### config.mk
export PLATFORM = sky130hd
export DESIGN_NAME = aes_stream_ctrl
export DESIGN_NICKNAME = d
export VERILOG_FILES = /design/src/rtl/aes_stream_pkg.sv /design/src/rtl/aes_blk_fifo.sv /design/src/rtl/aes_stream_ctrl.sv
export SDC_FILE = /design/constraint.sdc
export NUM_CORES = 2
export LEC_CHECK = 0
export ABC_AREA = 1
export CAP_MARGIN = 10
export CORE_AREA = 2 2 359 361
export DETAILED_ROUTE_END_ITERATION = 16
export DIE_AREA = 0 0 361 363
export PLACE_DENSITY = 0.63
export SLEW_MARGIN = 20
export SYNTH_ARGS = -nofsm -noshare
export SYNTH_HDL_FRONTEND = slang
export SYNTH_SLANG_ARGS = --single-unit
### constraint.sdc
create_clock -name clk -period 23.8 [get_ports clk]
set_input_delay 3.57 -clock clk [delete_from_list [all_inputs] [get_ports clk]]
set_output_delay 3.57 -clock clk [all_outputs]
set_load 0.03 [all_outputs]
### src/rtl/aes_stream_pkg.sv
// aes_stream_pkg: shared types and constants for the AES block-stream controller.
package aes_stream_pkg;
    typedef enum logic [1:0] {IDLE, START, WAIT, PUSH} state_t;
    localparam int BLK_W = 128;
    localparam int KEY_128 = 128;
    localparam int KEY_192 = 192;
    localparam int KEY_256 = 256;
    localparam logic ENC = 1'b0;
    localparam logic DEC = 1'b1;
endpackage

### src/rtl/aes_blk_fifo.sv
// aes_blk_fifo: DEPTH-entry result FIFO of {last, data}; DEPTH must be a power of two.
module aes_blk_fifo #(
    parameter int DEPTH = 4,
    parameter int W = 129
) (
    input  logic                     clk,
    input  logic                     reset_n,
    input  logic                     push,
    input  logic                     pop,
    input  logic [W-1:0]             din,
    output logic [W-1:0]             dout,
    output logic                     full,
    output logic                     empty,
    output logic [$clog2(DEPTH):0]   count
);
    localparam int AW = $clog2(DEPTH);
    logic [W-1:0] mem [DEPTH];
    logic [AW-1:0] wr_ptr, rd_ptr;
    logic push_e, pop_e;
    assign push_e = push & ~full;
    assign pop_e = pop & ~empty;
    assign full = count == (AW+1)'(DEPTH);
    assign empty = count == '0;
    assign dout = mem[rd_ptr];
    always_ff @(posedge clk) begin
        if (!reset_n) begin
            wr_ptr <= '0;
            rd_ptr <= '0;
            count <= '0;
        end else begin
            wr_ptr <= wr_ptr + AW'(push_e);
            rd_ptr <= rd_ptr + AW'(pop_e);
            count <= count + (AW+1)'(push_e) - (AW+1)'(pop_e);
        end
    end
    always_ff @(posedge clk)
        if (push_e) mem[wr_ptr] <= din;
endmodule

### src/rtl/aes_stream_ctrl.sv
// aes_stream_ctrl: sequences ECB/CBC block streams through an iterative aes_core with a buffered output.
// Define AES_STREAM_BLKCNT_EN to add the saturating blk_count output.
module aes_stream_ctrl
    import aes_stream_pkg::*;
#(
    parameter int K = 128,
    parameter int INV = 2,
    parameter int DEPTH = 4
) (
    input  logic              clk,
    input  logic              reset_n,
    input  logic [K-1:0]      key,
    input  logic              key_load,
    input  logic [BLK_W-1:0]  iv,
    input  logic              cbc,
    input  logic              dir,
    input  logic              in_valid,
    input  logic [BLK_W-1:0]  in_data,
    input  logic              in_last,
    output logic              in_ready,
    output logic              core_start,
    output logic              core_dir,
    output logic [K-1:0]      core_key,
    output logic [BLK_W-1:0]  core_in,
    input  logic              core_done,
    input  logic [BLK_W-1:0]  core_out,
    output logic              out_valid,
    output logic [BLK_W-1:0]  out_data,
    output logic              out_last,
    input  logic              out_ready,
    output logic              busy
`ifdef AES_STREAM_BLKCNT_EN
    , output logic [15:0]     blk_count
`endif
);
    localparam int CW = $clog2(DEPTH) + 1;
    localparam logic INV_DIR = (INV == 1) ? DEC : ENC;
    generate
        if (!(K == KEY_128 || K == KEY_192 || K == KEY_256)) begin : g_bad_k
            $error("aes_stream_ctrl: K must be 128, 192 or 256");
        end
        if (DEPTH < 2 || (DEPTH & (DEPTH - 1)) != 0) begin : g_bad_depth
            $error("aes_stream_ctrl: DEPTH must be a power of two >= 2");
        end
    endgenerate
    state_t state, nxt;
    logic [K-1:0] key_r;
    logic [BLK_W-1:0] chain, blk_r, ct_r, res_r;
    logic cbc_r, dir_r, first_blk, last_r;
    logic acc, ld_key, push, fifo_full, fifo_empty, dir_sel, eff_cbc, eff_dir, done_w;
    logic [BLK_W-1:0] eff_chain;
    logic [CW-1:0] fifo_count;
    logic [BLK_W:0] fifo_dout;
    assign acc = in_valid & in_ready;
    assign ld_key = key_load & (state == IDLE);
    assign done_w = (state == WAIT) & core_done;
    assign dir_sel = (INV == 2) ? dir : INV_DIR;
    assign eff_cbc = first_blk ? cbc : cbc_r;
    assign eff_dir = first_blk ? dir_sel : dir_r;
    assign eff_chain = first_blk ? iv : chain;
    always_ff @(posedge clk)
        state <= !reset_n ? IDLE : nxt;
    always_comb
        nxt = (state == IDLE)  ? (acc ? START : IDLE) :
              (state == START) ? WAIT :
              (state == WAIT)  ? (core_done ? PUSH : WAIT) : IDLE;
    always_comb begin
        in_ready = reset_n & (state == IDLE) & ~key_load & (fifo_count < CW'(DEPTH));
        core_start = state == START;
        push = (state == PUSH) & ~fifo_full;
        busy = (state != IDLE) | ~first_blk;
    end
    // Message context: chaining value follows ciphertext in both directions.
    always_ff @(posedge clk) begin
        if (!reset_n) begin
            first_blk <= 1'b1;
            chain <= '0;
            key_r <= '0;
            cbc_r <= 1'b0;
            dir_r <= ENC;
        end else begin
            if (ld_key) key_r <= key;
            if (acc) first_blk <= in_last;
            if (acc && first_blk) begin
                cbc_r <= cbc;
                dir_r <= dir_sel;
                chain <= iv;
            end
            if (done_w) chain <= (dir_r == DEC) ? ct_r : core_out;
        end
    end
    always_ff @(posedge clk) begin
        if (acc) begin
            blk_r <= (eff_dir == ENC && eff_cbc) ? in_data ^ eff_chain : in_data;
            ct_r <= in_data;
            last_r <= in_last;
        end
        if (done_w) res_r <= (dir_r == DEC && cbc_r) ? core_out ^ chain : core_out;
    end
`ifdef AES_STREAM_BLKCNT_EN
    always_ff @(posedge clk)
        blk_count <= (!reset_n || ld_key) ? 16'h0 : (push && blk_count != 16'hFFFF) ? blk_count + 16'h1 : blk_count;
`endif
    aes_blk_fifo #(.DEPTH(DEPTH), .W(BLK_W + 1)) u_fifo (
        .clk(clk),
        .reset_n(reset_n),
        .push(push),
        .pop(out_ready),
        .din({last_r, res_r}),
        .dout(fifo_dout),
        .full(fifo_full),
        .empty(fifo_empty),
        .count(fifo_count)
    );
    assign out_valid = ~fifo_empty;
    assign out_data = fifo_dout[BLK_W-1:0];
    assign out_last = fifo_dout[BLK_W];
    assign core_dir = dir_r;
    assign core_key = key_r;
    assign core_in = blk_r;
endmodule

==> results.cfg <==
[sta]
timing.hold.ws_ns = 0.4776
finalSetupTns_ns = 0
slew_violations = 0
grt_setup_unrepaired = false
setup_slack_ns = 15.20
fin_crit_ns = 8.599
slew_headroom_pct = 23.27
max_freq_ghz = 0.1163
post-route-period-util_pct = 36.13
finalHoldViolCount = 0
fin_skew_ns = 0.02865
finalSetupViolations = 0
worstMarginPinSlew_ns = 1.151

[synthesis]
synthTopCellsByArea = edfxtp_1 (54%), dfxtp_1 (11%), nand2_1 (8.7%), nor2_1 (5.8%), o21ai_0 (5.0%)
synth_fp_nets = 5689
synth_top_area_share_pct = 53.58
yosysUniqueCellTypes = 27
ys_ff_latch = 1169
synthCells = 5159
synth_top_area_cell = edfxtp_1
yosysWarnings = 0
ys_seq_area_share_pct = 64.21
syn_area_per_cell_um2 = 9.788
syn_area_um2 = 50500

[finish]
syn2layout_area_growth_pct = 29.28
nets = 6458
drive_above_1_share_pct = 4.452

[clock_tree]
ctsResizeCount = 0
postCtsSetupBuffers = 0
clk_latency_ns = 0.78
h-tree-depth = 4
cts_tree = done
clkSinkCount = 1169
clockBufferDepth = 3
numCtsBuffers = 134
clockRootBuffer = clkbuf_16
holdBufCountCts = 0
cts.clk_slew.worst_paths_ns = 0.05

[grt]
grt_pass1_wl_mm = 235.9
antenna_found_initial = 36
grtUsageTotal_pct = 24.05
grt-ovfl-total = 0
grt_pass1_vias = 35942
grt_max_degree = 183

[route]
postRouteWirelength_mm = 162.5
wire_per_inst_um = 21.05
drt_iter0_drc = 3657
vias_per_cell = 5.076
drc = 0
vias = 39203
final_antenna_net_count = 0
dr.pass1.iters = 8

[setup_path]
cp_slowest_cell = clkdlybuf4s50_1
cpPeakStageDelay_ns = 0.70
crit_chain = buf_8 > nand2_1 > nor3_1 > clkdlybuf4s50_1
path_delay_family = buffers and inverters
cp_max_fo = 84
path_class = in -> out
setup.worst_path.end_class = primary output
worstSetupStartpointType = primary input
critPathRequiredTime_ns = 20.23
worstPathArrival_ns = 5.03
cp_num_buf_inv = 2

[power]
total_power_mw = 5.855
vdd_drop_max_v = 0.00007025
power_leakage_nw = 25.75
powerDensity_nw_per_um2 = 89.68

[min_path]
hp-class = reg -> reg

[placement]
globalplace.congestion = 0.8809
hpwl_mm = 106.3
portBuffers = 910
post-place-ws_ns = 15.09

[die]
die_y_um = 363
die_area_um2 = 131000
die-width_um = 361
ioPinCount = 911
start_util_pct = 39.75
num_rows = 131
core_um2 = 127000

[status]
outcome = complete, no violations

[flow_run]
drv_cap = 0
==> worst register-to-register path: stages, from the launching register on <==
cell and delay, ns:
dfxtp_1 0.35, inv_1 0.08, ha_1 0.23, nand2_4 0.57, buf_4 0.66, buf_4 0.58
buf_4 0.81, nand2_1 0.18, nand2_1 0.11, a21oi_1 0.05, nor2_1 0.16
==> kinds of logic after synthesis <==
kind of cell	Yosys count	synth area share, %
simple gates	2338	19.01
fa+ha+maj	9	0.2379
compound gates	779	8.058
buf+inv	733	6.214
flops	1169	64.21
xor+xnor	131	2.272
==> final timing paths <==
| kind | startpoint | endpoint | slack, ns | cells after the start |
|---|---|---|---|---|
| min reg2reg | core_key[102] | core_key[102] | 0.48 | 2 |
| max | reset_n | in_ready | 15.20 | 4 |
| min | core_key[102] | core_key[102] | 0.48 | 2 |
| max reg2reg | state[0] | chain[27] | 19.96 | 10 |
==> layout by cell type (no fill, tap or decap), types with 2 or more instances in the layout <==
cell type,count
nand3b_1,128
inv_8,3
buf_4,43
clkinv_4,2
diode_2,19
ha_1,8
xnor2_1,2
o22ai_1,129
dfxtp_4,4
edfxtp_1,901
clkbuf_16,137
inv_1,403
o31ai_1,2
clkinv_1,18
nand2_4,3
nor3_2,4
nand3_1,259
clkdlybuf4s50_1,909
inv_16,5
clkbuf_8,9
nor2_1,777
dfxtp_1,264
clkinv_2,13
xor2_1,129
clkinvlp_4,6
a21oi_1,130
o21ai_1,8
buf_12,4
o21ai_0,509
clkbuf_1,31
nand2_1,1163
clkinv_8,2
bufinv_16,18
inv_6,10
==> metal layers <==
layer,GRT usage (%),part of all wire [%]
met1,32.33,43
met2,37.51,46
met3,6.571,7.9
met4,8.311,2.9
met5,0,0.13
==> final cells by class <==
cell class / instances / area [um2]
Clock buffer: 177 / 3669
Multi-Input combinational cell: 3257 / 15000
Sequential cell: 1169 / 32440
Tap cell: 1662 / 2079
Clock inverter: 73 / 972.2
Inverter: 409 / 1567
Antenna cell: 19 / 47.55
Fill cell: 11295 / 61750
Timing Repair Buffer: 957 / 9517
==> Yosys cell counts (all sizes together) <==
library cell  count
o22ai           129
fa                1
nand2          1166
nor3              5
xor2            129
ha                8
o21ai           518
nor2            777
clkbuf          188
nand4             1
xnor2             2
edfxtp          901
a21oi           130
and2              1
o31ai             2
inv             409
nand3           259
or2               1
dfxtp           268
buf             136
nand3b          128
==> state kept, by name (all words and copies together) (netlist names) <==
name,cells
cbc_r,1
ct_r,128
last_r,1
first_blk,1
u_fifo.rd_ptr,2
u_fifo.mem,516
u_fifo.wr_ptr,2
core_key,128
state,2
chain,128
core_in,128
res_r,128
u_fifo.count,3
core_dir,1
==> stage by stage <==
step,utilization (%),std cells,instance area [um2]
6_report,51.39,7723,65280
5_1_grt,51.39,7720,65280
4_1_cts,51.35,7704,65240
3_5_place_dp,47.70,7454,60590
3_3_place_gp,47.70,7454,60590
2_1_floorplan,-,5159,50500
==> where the power goes <==
group          internal [mW]  switching (mW)
Combinational          0.475           0.907
Clock                   1.30           0.872
Sequential              2.26          0.0449
Power figures use the tool's default switching activity.
